==> src/rtl/bcd_to_binary_seq.sv <==
// Sequential BCD-to-binary converter using the reverse double-dabble algorithm.
// It performs one right shift per clock and flags overflow and invalid digits.
module bcd_to_binary_seq #(
  parameter int DIGITS = 3,
  parameter int BIN_W  = 8
) (
  input  logic                  clk,
  input  logic                  rst_n,
  input  logic                  in_valid,
  output logic                  in_ready,
  input  logic [4*DIGITS-1:0]   bcd_in,
  output logic                  out_valid,
  input  logic                  out_ready,
  output logic [BIN_W-1:0]      bin_out,
  output logic                  ovf,
  output logic                  err
);

  localparam int DW    = 4 * DIGITS;
  localparam int CNT_W = (BIN_W > 1) ? $clog2(BIN_W) : 1;

  typedef enum logic [1:0] {
    S_IDLE  = 2'd0,
    S_SHIFT = 2'd1,
    S_DONE  = 2'd2
  } state_t;

  state_t             r_state;
  state_t             w_state_nxt;
  logic [DW-1:0]      r_dig;
  logic [BIN_W-1:0]   r_bin;
  logic [CNT_W-1:0]   r_cnt;
  logic [BIN_W-1:0]   r_bin_out;
  logic               r_ovf;
  logic               r_err;

  logic               w_accept;
  logic               w_bad;
  logic               w_last;
  logic [DW-1:0]      w_dig_adj;
  logic [BIN_W-1:0]   w_bin_sh;

  function automatic logic f_bad_digit(input logic [DW-1:0] d);
    logic bad;
    bad = 1'b0;
    for (int i = 0; i < DIGITS; i++) begin
      if (d[4*i +: 4] > 4'd9) bad = 1'b1;
    end
    return bad;
  endfunction

  // After the shift, any digit holding 8 or more carried a "ten" down from
  // the digit above; subtracting 3 turns that 16-based weight back into 10.
  function automatic logic [DW-1:0] f_adjust(input logic [DW-1:0] d);
    logic [DW-1:0] r;
    r = d;
    for (int i = 0; i < DIGITS; i++) begin
      if (d[4*i +: 4] >= 4'd8) r[4*i +: 4] = d[4*i +: 4] - 4'd3;
    end
    return r;
  endfunction

  assign w_accept  = in_valid && (r_state == S_IDLE);
  assign w_bad     = f_bad_digit(bcd_in);
  assign w_last    = (r_cnt == CNT_W'(BIN_W - 1));
  assign w_bin_sh  = {r_dig[0], r_bin[BIN_W-1:1]};
  assign w_dig_adj = f_adjust(r_dig >> 1);

  always_ff @(posedge clk or negedge rst_n) begin
    if (!rst_n) r_state <= S_IDLE;
    else        r_state <= w_state_nxt;
  end

  always_comb begin
    w_state_nxt = r_state;
    in_ready    = 1'b0;
    out_valid   = 1'b0;
    case (r_state)
      S_IDLE: begin
        in_ready = 1'b1;
        if (in_valid) w_state_nxt = w_bad ? S_DONE : S_SHIFT;
      end
      S_SHIFT: begin
        if (w_last) w_state_nxt = S_DONE;
      end
      S_DONE: begin
        out_valid = 1'b1;
        if (out_ready) w_state_nxt = S_IDLE;
      end
      default: w_state_nxt = S_IDLE;
    endcase
  end

  always_ff @(posedge clk or negedge rst_n) begin
    if (!rst_n) begin
      r_dig     <= '0;
      r_bin     <= '0;
      r_cnt     <= '0;
      r_bin_out <= '0;
      r_ovf     <= 1'b0;
      r_err     <= 1'b0;
    end else begin
      case (r_state)
        S_IDLE: begin
          if (w_accept) begin
            r_dig <= bcd_in;
            r_bin <= '0;
            r_cnt <= '0;
            if (w_bad) begin
              r_bin_out <= '0;
              r_ovf     <= 1'b0;
              r_err     <= 1'b1;
            end
          end
        end
        S_SHIFT: begin
          r_dig <= w_dig_adj;
          r_bin <= w_bin_sh;
          r_cnt <= r_cnt + CNT_W'(1);
          // Anything left in the digit field after the final shift did not fit.
          if (w_last) begin
            r_bin_out <= w_bin_sh;
            r_ovf     <= |w_dig_adj;
            r_err     <= 1'b0;
          end
        end
        default: ;
      endcase
    end
  end

  assign bin_out = r_bin_out;
  assign ovf     = r_ovf;
  assign err     = r_err;

endmodule

==> config.mk <==
export PLATFORM = sky130hd
export DESIGN_NAME = bcd_to_binary_seq
export DESIGN_NICKNAME = d
export VERILOG_FILES = /design/src/rtl/bcd_to_binary_seq.sv
export SDC_FILE = /design/constraint.sdc
export NUM_CORES = 1
export LEC_CHECK = 0
export BUFFER_PORTS_ARGS = -buffer_cell sky130_fd_sc_hd__clkbuf_2
export CELL_PAD_IN_SITES_DETAIL_PLACEMENT = 0
export CELL_PAD_IN_SITES_GLOBAL_PLACEMENT = 1
export CORE_MARGIN = 2
export CORE_UTILIZATION = 46
export DETAILED_ROUTE_END_ITERATION = 8
export PLACE_DENSITY_LB_ADDON = 0.1
export SLEW_MARGIN = 20
export SYNTH_ARGS = -nofsm -noshare
export SYNTH_HDL_FRONTEND = slang
export SYNTH_SLANG_ARGS = --single-unit
==> constraint.sdc <==
create_clock -name clk -period 2.6 [get_ports clk]
set_input_delay 0.13 -clock clk [delete_from_list [all_inputs] [get_ports clk]]
set_output_delay 0.13 -clock clk [all_outputs]
set_load 0.01 [all_outputs]
* After elaboration in Yosys (flattened, before gate mapping)
Cells that the tools add are included.
** Word-level totals
- Flip-flop bits (word level) :: 35
- Latch bits :: 0
- Memory bits (writable) :: 0
- Memory bits (read-only) :: 0
- Output and inout port bits :: 12
- Memories :: 0
** Cells by class
- $add $sub $neg :: 4
- Multiply operators :: 0
- Div/mod/pow operators :: 0
- Order comparisons :: 6
- Equality and inequality tests :: 8
- Shift operators :: 0
- Muxes and demuxes :: 31
- Bitwise logic cells :: 0
- Reduce and logical (&&, ||, !) cells :: 7
** Operator list (count)
- 2-to-1 mux 8 bit :: 4
- one-hot mux 8 bit (2 select lines) :: 2
- one-hot mux 12 bit (2 select lines) :: 1
- > comparator 4 bit, second input constant :: 3
- 2-to-1 mux 12 bit :: 1
- 2-to-1 mux 4 bit :: 3
- OR reduction 12 bit :: 1
- 2-to-1 mux 1 bit :: 11
- inequality test 2 bit, second input constant :: 5
- greater-or-equal comparator 4 bit, second input constant :: 2
- 2-to-1 mux 2 bit :: 4
- subtractor 4 x 2 -> 4 bit, second input constant :: 2
- one-hot mux 2 bit (3 select lines) :: 1
- one-hot mux 3 bit (2 select lines) :: 1
- greater-or-equal comparator 3 x 4 -> 1 bit, second input constant :: 1
- one-hot mux 1 bit (2 select lines) :: 2
- AND reduction 4 bit :: 1
- subtractor 3 x 2 -> 4 bit, second input constant :: 1
- adder 3 x 1 -> 3 bit, second input constant :: 1
- equality test 3 bit, second input constant :: 1
- 2-to-1 mux 3 bit :: 1
- AND reduction 3 bit :: 1
- equality test 2 x 1 -> 1 bit, second input constant :: 1
- equality test 2 bit, second input constant :: 1
- 4 further kinds :: 4

* Depth between registers and ports, before layout
- Depth after elaboration :: 7
- Mapped depth :: 6

* Least setup slack after synthesis
OpenSTA, ideal clock, no wires.
- Kind :: reg2reg
- Start :: register r_cnt[0]
- End :: register r_state[1]
- Arrival time :: 1.265 ns
- Data required time :: 2.462 ns
- Path slack :: 1.197 ns
- Stages on the path, launching flop included :: 6
- Buffers on the path :: 0
- Clock period less this slack :: 1.403 ns
- Cells stage by stage :: dfrtp_1 ha_1 ha_1 and2_1 o211ai_4 o31ai_1
** On the way
- Longest elaborated chain between the ends :: 3
** Ends and longest elaborated chain
- from (decl) :: RTL line 32 : logic [CNT_W-1:0] r_cnt;
- from (signal assigned) :: RTL line 119 : r_cnt <= r_cnt + CNT_W'(1);
- equality test 3 bit :: RTL line 65 : assign w_last = (r_cnt == CNT_W'(BIN_W - 1));
- inequality test 2 bit (no line)
- AND reduction 3 bit (no line)
- to (signal assigned) :: RTL line 71 : else r_state <= w_state_nxt;
- to (decl) :: RTL line 28 : state_t r_state;
No other way between the ends.
A chain may end at the register's enable or synchronous reset.

* Worst setup path in the final report
- Start :: register r_state[0]
- End :: register r_bin_out[6] (netlist: bin_out[6])
** On the way
- Longest elaborated chain between the ends :: 4
- Elaborated cells on any way between the ends :: 9
** Ends and longest elaborated chain
- zero test 2 bit :: RTL line 63, 103
- logical AND 1 bit :: RTL line 63 : assign w_accept = in_valid && (r_state == S_IDLE);
- inequality test 2 bit (no line)
- AND reduction 4 bit (no line)
- to (signal assigned) :: RTL line 122 : r_bin_out <= w_bin_sh;
- to (decl) :: RTL line 33 : logic [BIN_W-1:0] r_bin_out;
Several ways; a longest one is shown, not always the timed one.

==> results.sh <==
export IMPL_first_pass_iters=4
export IMPL_rows=21
export IMPL_boundaryPins=28
export IMPL_cp_required_ps=2890
export IMPL_ys_top_cells_by_count="34 x dfrtp_1, 18 x a22o_1, 15 x o21ai_0, 14 x nand2_1, 9 x a22oi_1"
export IMPL_grt_start_max_net_pins=35
export IMPL_fillers=326
export IMPL_ys_seq_elements=34
export IMPL_fin_crit_sh_pct=68.3
export IMPL_totalWireLength_mm=3.34
export IMPL_rr_startpoint="r_state[0]"
export IMPL_cts_tree="done"
export IMPL_hold_end="r_dig[7]"
export IMPL_die_y_microns=63.4
export IMPL_hp_class="in2reg"
export IMPL_tns_ps=0
export IMPL_slew_headroom_pct=44.4
export IMPL_synth_area_leaders="dfrtp_1 52%, a22o_1 9.7%, ha_1 4.6%"
export IMPL_yosysMostFrequentCell="dfrtp_1"
export IMPL_numPortBuffers=27
export IMPL_clockBufferDepth=2
export IMPL_dieWidth_microns=63.4
export IMPL_period_needed_ps=1780
export IMPL_insertion_delay_ps=340
export IMPL_vias=1259
export IMPL_ys_types=33
export IMPL_r2r_slack_ps=820
export IMPL_first_global_vias=1198
export IMPL_ir_drop_v=0.000559
export IMPL_nets=200
export IMPL_synthCells=149
export IMPL_fmax_mhz=563
export IMPL_drt_iter0_drc=89
export IMPL_endpoint_kind="register"
export IMPL_synth_edf_count=0
export IMPL_routedWlPerCell_microns=14.9
export IMPL_cts_resized=0
export IMPL_syn_area_sq_um=1620
export IMPL_post_cts_buffers=0
export IMPL_tightest_slew_ps=835
export IMPL_path_class="reg2reg"
export IMPL_rsz0062_at_grt="false"
export IMPL_start_util_pct=48.3
export IMPL_dp_hpwl_mm=2.32
export IMPL_cts_hold_buf=2
export IMPL_place_congestion=0.787
export IMPL_layout_area_seq_sq_um=851
export IMPL_cts_root_buf="clkbuf_4"
export IMPL_fin_util_pct=56.5
export IMPL_status="complete, no violations"
export IMPL_drv_slew=0
export IMPL_holdCritStartpoint="bcd_in[7]"
export IMPL_cp_start_kind="register"
export IMPL_ys_async_sr_fraction_pct=100
export IMPL_r2r_end="bin_out[6]"
export IMPL_grt_ovfl_total=0
export IMPL_startpoint="r_state[0]"
export IMPL_synthFlopType="dfrtp_1"
export IMPL_yosysTopAreaCellShare_pct=52.4
export IMPL_crit_arrival_ps=2070
export IMPL_area_growth_pct=17.2
export IMPL_power_w=0.00196
export IMPL_drv_cap=0
export IMPL_finClkSkew_ps=6.78
export IMPL_reg2regPathDepth=3
export IMPL_whs_path_depth=2
export IMPL_drc=0
export IMPL_hold_viol=0
export IMPL_cts_buffers=5
export IMPL_die_area_sq_um=4020
export IMPL_cts_sinks=34
export IMPL_htreeDepth=2
export IMPL_grt_first_pass_wirelength_mm=5.91
export IMPL_drive_gt1_share_pct=22.3
export IMPL_synth_nets=171
export IMPL_diodes=0
export IMPL_yosys_warnings=0
export IMPL_post_synth_cell_area_avg_sq_um=10.9
export IMPL_power_density_nw_per_um2=1030
export IMPL_vias_per_cell=5.60
export IMPL_ant_nets=0
export IMPL_p_leak_nw=0.915
export IMPL_cp_max_fo=23
export IMPL_synth_yosys_seq_area_share_pct=52.4
export IMPL_setup_viol=0
export IMPL_multiInputGateArea_sq_um=698
export IMPL_antenna_found_initial=0
export IMPL_synth_area_leader_cell="dfrtp_1"
export IMPL_track_usage_pct=19.3
export IMPL_clkTransAtPathRegs_ps=110
export IMPL_core_area_sq_um=3360
final cells by class:
| type | count | area share (%) |
|---|---|---|
| Inverter | 5 | 0.987 |
| Multi-Input combinational cell | 101 | 36.7 |
| Timing Repair Buffer | 31 | 8.95 |
| Clock inverter | 3 | 3.62 |
| Tap cell | 46 | 3.03 |
| Clock buffer | 5 | 1.97 |
| Sequential cell | 34 | 44.7 |
where the power goes:
part | internal (W) | switching, W | leakage [nW]
registers | 0.000657 | 0.000220 | 0.446
logic | 0.000277 | 0.000319 | 0.413
clock network | 0.000301 | 0.000187 | 0.0554
total | 0.00123 | 0.000726 | 0.915
worst max-delay path by stage:
| stage | to | cells past startpoint |
|---|---|---|
| floorplan | r_state[1] | 5 |
| global placement | bin_out[6] | 3 |
| detailed placement | bin_out[6] | 3 |
| CTS | bin_out[6] | 3 |
| global route | bin_out[6] | 3 |
| finish | bin_out[6] | 3 |
cells in the final DEF, fill, tap and decap left out, drive strengths merged, types with 4 or more instances in the layout:
cell | netlist | final
a22o | 18 | 18
a22oi | 9 | 9
clkbuf | 1 | 32
dfrtp | 34 | 34
ha | 6 | 6
inv | 5 | 5
nand2 | 14 | 14
nand2b | 4 | 4
nor2 | 5 | 5
o21ai | 18 | 18
cells by family after synthesis:
group / count (synthesis) / share of synthesized area [%]
AND/OR/NAND/NOR: 35 / 10.9
buffers and inverters: 14 / 4.55
flip-flops: 34 / 52.4
multiplexers: 1 / 0.694
XOR/XNOR: 4 / 2.16
adder cells (fa/ha/maj): 6 / 4.63
AO/OA/AOI/OAI: 55 / 24.6
per-layer routing:
metal / wire, microns / vias to the layer above / global-route usage (%)
met4: 59 / 0 / 7.88
met1: 1570 / 610 / 27.6
li1: - / 607 / -
met3: 203 / 5 / 5.71
met5: 0 / - / 0
met2: 1510 / 37 / 27.2
state kept, by name, summed over array words and instances (netlist names):
name     cells
r_cnt        3
bin_out      8
ovf          1
r_bin        7
err          1
r_state      2
r_dig       12
stage by stage:
stage	worst slack (ps)	cell area [sq um]	hold slack (ps)	cells
floorplan	1200	1620	-166	149
global placement	844	1780	269	215
detailed placement	840	1780	273	215
CTS	803	1900	48.6	225
global route	556	1900	34.5	225
finish	824	1900	60.2	225
critical path: stages (launching register included):
cell and delay, ps:
dfrtp_1 780, nand2_1 140, nor2_1 540, a22o_1 250
(Power assumes the default switching activity.)
